$ cat src/rtl/rcc_ker_clk_seq_ctrl_if.sv
// Kernel-clock select request channel: requester drives reg_sel/sel_upd,
// the sequencer answers with busy/sel_done/sel_err.
interface rcc_ker_clk_seq_ctrl_if #(
  parameter int NCH   = 4,
  parameter int SEL_W = 2
);
  logic [NCH*SEL_W-1:0] reg_sel;
  logic [NCH-1:0]       sel_upd;
  logic [NCH-1:0]       busy;
  logic [NCH-1:0]       sel_done;
  logic [NCH-1:0]       sel_err;

  modport master (
    output reg_sel, sel_upd,
    input  busy, sel_done, sel_err
  );

  modport slave (
    input  reg_sel, sel_upd,
    output busy, sel_done, sel_err
  );
endinterface

$ cat src/rtl/rcc_ker_clk_seq_ctrl.sv
// Multi-channel kernel-clock gate merge and glitch-safe source switch
// sequencer (gate off, wait, switch mux, settle, re-enable).
module rcc_ker_clk_seq_ctrl #(
  parameter int NCH        = 4,
  parameter int NCORE      = 2,
  parameter int SEL_W      = 2,
  parameter int OFF_CYC    = 4,
  parameter int SETTLE_CYC = 8,
  parameter int CNT_W      = 4,
  parameter int RST_SEL    = 0
) (
  input  logic                   clk,
  input  logic                   rst,
  input  logic [NCORE-1:0]       core_sleep,
  input  logic [NCORE-1:0]       core_deepsleep,
  input  logic                   testmode,
  input  logic [NCH*NCORE-1:0]   reg_en,
  input  logic [NCH*NCORE-1:0]   reg_lpen,
  rcc_ker_clk_seq_ctrl_if.slave  sif,
  output logic [NCH-1:0]         gate_en,
  output logic [NCH*SEL_W-1:0]   mux_sel
);

  typedef enum logic [1:0] {
    RUN,
    OFF_WAIT,
    SWITCH,
    SETTLE
  } st_e;

  localparam logic [CNT_W-1:0] OFF_LD = CNT_W'(OFF_CYC - 1);
  localparam logic [CNT_W-1:0] SET_LD = CNT_W'(SETTLE_CYC - 1);
  localparam logic [SEL_W-1:0] RSEL   = SEL_W'(RST_SEL);

  st_e              st_q   [NCH];
  st_e              st_d   [NCH];
  logic [CNT_W-1:0] cnt_q  [NCH];
  logic [CNT_W-1:0] cnt_d  [NCH];
  logic [SEL_W-1:0] pend_q [NCH];
  logic [SEL_W-1:0] pend_d [NCH];
  logic [SEL_W-1:0] msel_q [NCH];
  logic [SEL_W-1:0] msel_d [NCH];
  logic [NCH-1:0]   gate_q, gate_d;
  logic [NCH-1:0]   busy_q, busy_d;
  logic [NCH-1:0]   done_q, done_d;
  logic [NCH-1:0]   err_q, err_d;
  logic [NCH-1:0]   req;
  logic [SEL_W-1:0] rsel;

  always_comb begin
    req = '0;
    for (int i = 0; i < NCH; i++) begin
      for (int c = 0; c < NCORE; c++) begin
        req[i] = req[i]
               | (reg_en[i*NCORE+c]
               & (~core_sleep[c] | reg_lpen[i*NCORE+c])
               & ~core_deepsleep[c]);
      end
    end
  end

  always_comb begin
    rsel = '0;
    for (int i = 0; i < NCH; i++) begin
      st_d[i]   = st_q[i];
      cnt_d[i]  = cnt_q[i];
      pend_d[i] = pend_q[i];
      msel_d[i] = msel_q[i];
      gate_d[i] = gate_q[i];
      busy_d[i] = busy_q[i];
      done_d[i] = 1'b0;
      err_d[i]  = 1'b0;
      rsel      = sif.reg_sel[i*SEL_W +: SEL_W];
      unique case (st_q[i])
        RUN: begin
          gate_d[i] = req[i];
          if (sif.sel_upd[i]) begin
            if (rsel != msel_q[i]) begin
              pend_d[i] = rsel;
              gate_d[i] = 1'b0;
              busy_d[i] = 1'b1;
              cnt_d[i]  = OFF_LD;
              st_d[i]   = OFF_WAIT;
            end else begin
              done_d[i] = 1'b1;
            end
          end
        end
        OFF_WAIT: begin
          gate_d[i] = 1'b0;
          if (sif.sel_upd[i]) pend_d[i] = rsel;
          if (cnt_q[i] == '0) st_d[i] = SWITCH;
          else cnt_d[i] = cnt_q[i] - CNT_W'(1);
        end
        SWITCH: begin
          // pend is consumed on this edge, so a late request cannot land
          gate_d[i] = 1'b0;
          msel_d[i] = pend_q[i];
          cnt_d[i]  = SET_LD;
          st_d[i]   = SETTLE;
          err_d[i]  = sif.sel_upd[i];
        end
        SETTLE: begin
          gate_d[i] = 1'b0;
          if (cnt_q[i] == '0) begin
            // completion wins over a coincident request: done and err exclusive
            st_d[i]   = RUN;
            gate_d[i] = req[i];
            busy_d[i] = 1'b0;
            done_d[i] = 1'b1;
          end else begin
            cnt_d[i] = cnt_q[i] - CNT_W'(1);
            err_d[i] = sif.sel_upd[i];
          end
        end
        default: st_d[i] = RUN;
      endcase
    end
  end

  always_ff @(posedge clk) begin
    if (rst) begin
      for (int i = 0; i < NCH; i++) begin
        st_q[i]   <= RUN;
        cnt_q[i]  <= '0;
        pend_q[i] <= RSEL;
        msel_q[i] <= RSEL;
      end
      gate_q <= '0;
      busy_q <= '0;
      done_q <= '0;
      err_q  <= '0;
    end else begin
      st_q   <= st_d;
      cnt_q  <= cnt_d;
      pend_q <= pend_d;
      msel_q <= msel_d;
      gate_q <= gate_d;
      busy_q <= busy_d;
      done_q <= done_d;
      err_q  <= err_d;
    end
  end

  for (genvar g = 0; g < NCH; g++) begin : g_ms
    assign mux_sel[g*SEL_W +: SEL_W] = msel_q[g];
  end

  assign gate_en      = testmode ? '1 : gate_q;
  assign sif.busy     = busy_q;
  assign sif.sel_done = done_q;
  assign sif.sel_err  = err_q;

endmodule

$ cat src/flat_wrapper.sv
// flat-port wrapper written by rule: the top's interface ports become plain ports
module rcc_ker_clk_seq_ctrl_flat 
#(
  parameter int NCH        = 4,
  parameter int NCORE      = 2,
  parameter int SEL_W      = 2,
  parameter int OFF_CYC    = 4,
  parameter int SETTLE_CYC = 8,
  parameter int CNT_W      = 4,
  parameter int RST_SEL    = 0
)
  (clk, rst, core_sleep, core_deepsleep, testmode, reg_en, reg_lpen, gate_en, mux_sel, sif_reg_sel, sif_sel_upd, sif_busy, sif_sel_done, sif_sel_err);
  rcc_ker_clk_seq_ctrl_if #(.NCH(NCH), .SEL_W(SEL_W)) sif_i ();
  input  logic clk;
  input  logic rst;
  input  logic [NCORE-1:0] core_sleep;
  input  logic [NCORE-1:0] core_deepsleep;
  input  logic testmode;
  input  logic [NCH*NCORE-1:0] reg_en;
  input  logic [NCH*NCORE-1:0] reg_lpen;
  output logic [NCH-1:0] gate_en;
  output logic [NCH*SEL_W-1:0] mux_sel;
  input wire logic [$bits(sif_i.reg_sel)-1:0] sif_reg_sel;
  input wire logic [$bits(sif_i.sel_upd)-1:0] sif_sel_upd;
  output wire logic [$bits(sif_i.busy)-1:0] sif_busy;
  output wire logic [$bits(sif_i.sel_done)-1:0] sif_sel_done;
  output wire logic [$bits(sif_i.sel_err)-1:0] sif_sel_err;
  assign sif_i.reg_sel = sif_reg_sel;
  assign sif_i.sel_upd = sif_sel_upd;
  assign sif_busy = sif_i.busy;
  assign sif_sel_done = sif_i.sel_done;
  assign sif_sel_err = sif_i.sel_err;
  rcc_ker_clk_seq_ctrl #(.NCH(NCH), .NCORE(NCORE), .SEL_W(SEL_W), .OFF_CYC(OFF_CYC), .SETTLE_CYC(SETTLE_CYC), .CNT_W(CNT_W), .RST_SEL(RST_SEL)) u_core (.clk(clk), .rst(rst), .core_sleep(core_sleep), .core_deepsleep(core_deepsleep), .testmode(testmode), .reg_en(reg_en), .reg_lpen(reg_lpen), .sif(sif_i), .gate_en(gate_en), .mux_sel(mux_sel));
endmodule
$ cat config.mk
export PLATFORM = sky130hd
export DESIGN_NAME = rcc_ker_clk_seq_ctrl_flat
export DESIGN_NICKNAME = d
export VERILOG_FILES = /design/src/rtl/rcc_ker_clk_seq_ctrl_if.sv /design/src/rtl/rcc_ker_clk_seq_ctrl.sv /design/src/flat_wrapper.sv
export SDC_FILE = /design/constraint.sdc
export NUM_CORES = 1
export LEC_CHECK = 0
export ABC_AREA = 1
export CAP_MARGIN = 15
export CORE_ASPECT_RATIO = 1.2
export CORE_MARGIN = 4
export CORE_UTILIZATION = 57
export CTS_CLUSTER_SIZE = 30
export DETAILED_ROUTE_END_ITERATION = 7
export MAX_ROUTING_LAYER = met4
export PLACE_DENSITY_LB_ADDON = 0.1
export SLEW_MARGIN = 15
export SYNTH_ARGS = -nofsm -noshare
export SYNTH_HDL_FRONTEND = slang
export SYNTH_SLANG_ARGS = --single-unit
$ cat constraint.sdc
create_clock -name clk -period 4 [get_ports clk]
set_input_delay 0.8 -clock clk [delete_from_list [all_inputs] [get_ports clk]]
set_output_delay 0.8 -clock clk [all_outputs]
set_load 0.05 [all_outputs]
==> impl_metrics.csv <==
group,metric,value,unit
layout,final_net_count,625,
synthesis,synth-simple-area-share,34.54,%
layout,num_antenna_cells,0,
synthesis,syn_inst,513,
routing,postRouteAntennaNets,0,
routing,drt_iter0_drc,152,
clock_network,numCtsBuffers,5,
clock_network,h-tree-depth,2,
worst_setup_path,cp-end-kind,"output pin",
timing,slew_headroom,54.89,%
placed_design,port_buffers,58,
routing,via_count,3258,
floorplan,die_y,91.44,microns
synthesis,synth-compound-area-share,10.78,%
grt,grt-ovfl-total,0,
routing,routed_via_density,5.139,
timing,report.final.setup_viol,0,
timing,period_share,75.81,%
floorplan,fp.dieW,77.53,microns
floorplan,rows,30,
synthesis,avgSynthCellArea,6.446,sq um
synthesis,synth_warnings,0,
worst_setup_path,crit_type,"primary input to output pin",
layout,area_growth_syn_to_layout,21.38,%
floorplan,core_area,0.005630,sq mm
routing,drt-total-wl,7.475,mm
grt,grt_usage,22.26,%
timing,fin_skew,0.006817,ns
routing,wl_per_cell,11.79,microns
flow_run,drv_cap,0,
hold_path,hp-class,"register to register",
placed_design,dp_hpwl,5.695,mm
floorplan,io_pins,59,
synthesis,synth_fp_nets,569,
layout,n_fill_cell,500,
grt,grt_max_degree,41,
clock_network,cts-resized-gates,0,
timing,worst-slew-pin-transition,0.6757,ns
clock_network,root_buffer,"clkbuf_8",
synthesis,syn_area,0.003307,sq mm
synthesis,yosys.area_share.adder,7.946,%
power,vdd_drop_max,0.3828,mV
worst_setup_path,rrSetupSlack,2.22,ns
clock_network,cts_tree,"built",
clock_network,cts.sinks,56,
grt,grt_pass1_vias,3120,
layout,drive_above_1_share,7.018,%
clock_network,clock_latency,0.30,ns
timing,final_max_slew_viol_count,0,
layout,multiInputGateArea,0.001797,sq mm
layout,regArea,0.001121,sq mm
layout,final_area,0.004014,sq mm
layout,postLayoutCoreUtil,71.29,%
synthesis,synth-xor-area-share,1.059,%
routing,post-route-drc-count,0,
worst_setup_path,cp_data_arrival_time,2.23,ns
synthesis,ys_ff_latch,56,
floorplan,dieArea,0.007089,sq mm
synthesis,synthMuxAreaShare,0,%
clock_network,cts.clk_slew.worst_paths,0.09,ns
clock_network,clockBufferDepth,2,
timing,rsz0062_at_grt,"no",
worst_setup_path,path_max_fanout,4,
timing,max_freq,0.3298,GHz
timing,hold_viol_final,0,
worst_setup_path,startpoint_type,"primary input",
synthesis,synth_edf_count,0,
synthesis,synth_top_family_by_area,"simple AND/OR/NAND/NOR gates",
placed_design,globalplace.congestion,0.9182,
clock_network,cts_post_setup_buffers_inserted,0,
run_status,status,"complete, no violations",
clock_network,hold_buffers,0,
grt,grt_antenna_before_repair,0,
power,pwr_density_cell,776.6,mW/mm^2
grt,grt_pass1_wl,12.88,mm
routing,firstDrtPassIters,4,
synthesis,ys_seq_area_share,33.90,%
timing,fin_setup_tns,0,ns
synthesis,synthFlopType,"dfxtp_1",
power,leakagePower,0.001975,uW
placed_design,place_area,0.003920,sq mm
worst_setup_path,worstPathRequired,3.20,ns
synthesis,async_reset_ff_share,0,%
synthesis,synth_cell_types,31,
floorplan,start_util,58.73,%
timing,fin_crit,3.033,ns
flip-flops by register name (all words and copies together) (netlist names):
register and cells:
u_core.cnt_q 16, u_core.sif.sel_err 4, u_core.gate_q 4, u_core.sif.sel_done 4
u_core.st_q 8, u_core.pend_q 8, u_core.sif.busy 4, u_core.mux_sel 8
final cells by class:
type                            instances  share of cell area, %
Clock buffer                            7                  2.151
Clock inverter                          1                 0.1870
Inverter                               89                  8.323
Multi-Input combinational cell        358                  44.76
Sequential cell                        56                  27.93
Tap cell                               64                  1.995
Timing Repair Buffer                   59                  14.65
cells in the mapped netlist (2+ instances only):
library cell,n,area [sq um]
nand2_2,2,12.51
nand4_1,5,31.28
o21ai_1,10,50.05
dfxtp_1,56,1121
inv_1,79,296.5
ha_1,21,262.8
o211ai_1,4,30.03
nand2_1,115,431.7
xnor2_1,3,26.28
clkbuf_1,3,11.26
a211oi_1,4,30.03
nor3_2,2,20.02
nand3_1,27,135.1
o21ai_0,23,115.1
a21oi_1,19,95.09
or2_2,5,31.28
buf_2,5,25.02
o22ai_1,3,18.77
nor2_1,98,367.9
nor2_2,6,37.54
inv_2,10,37.54
nand3_2,4,40.04
report_power, final:
group	leakage (uW)	switching (uW)	internal (uW)	total (uW)
clock	0.0000445	188	141	329
sequential	0.000461	139	752	891
combinational	0.00147	1230	663	1900
worst paths after layout:
kind | from | end | cells past startpoint
worst max-delay path | testmode | gate_en[2] | 3
worst min-delay path | u_core.sif.busy[3] | u_core.sif.busy[3] | 2
worst max register to register | u_core.st_q[0] | u_core.cnt_q[3] | 9
worst min register to register | u_core.sif.busy[3] | u_core.sif.busy[3] | 2
per-layer routing:
layer	wire length [microns]	share of wire, %	track usage [%]	up-vias
met2	3798	51	39.77	74
met5	0	0	-	-
met1	3280	44	25.60	1485
met3	336	4.5	3.869	7
met4	59	0.79	5.638	0
li1	-	-	-	1692
placed cells by master (no fill, tap or decap), drive strengths merged:
cell | synthesis | final
o211ai | 4 | 4
nor2 | 104 | 104
xor2 | 1 | 1
nand4 | 5 | 5
a21oi | 20 | 20
o21ai | 34 | 34
clkbuf | 3 | 7
clkinvlp | 0 | 1
dfxtp | 56 | 56
xnor2 | 3 | 3
nand3 | 32 | 32
nand2 | 117 | 117
a211oi | 4 | 4
ha | 21 | 21
or2 | 7 | 7
o22ai | 3 | 3
inv | 89 | 89
nor3 | 3 | 3
clkdlybuf4s50 | 0 | 58
buf | 7 | 1
per-stage QoR:
stage	instances	hold WS [ns]	worst slack (ns)	power, uW
after floorplan	513	0.4391	1.990	2356
after global placement	626	0.4515	0.9746	2722
after detailed placement	626	0.4578	0.9605	2778
after CTS	634	0.4716	0.9555	3123
after global routing	634	0.4970	0.9066	3428
final	634	0.4670	0.9674	3117
worst max-delay path: stages:
cell,delay [ns]
clkdlybuf4s50_1,0.43
or2_2,0.30
clkdlybuf4s50_1,0.70
cells by family after synthesis:
logic type                 Yosys count
DFF                                 56
adders and majority gates           21
buffers and inverters               99
xor gates and xnor gates             4
and+or+nand+nor                    268
AOI/OAI and AO/OA                   65
(Power assumes the default switching activity.)
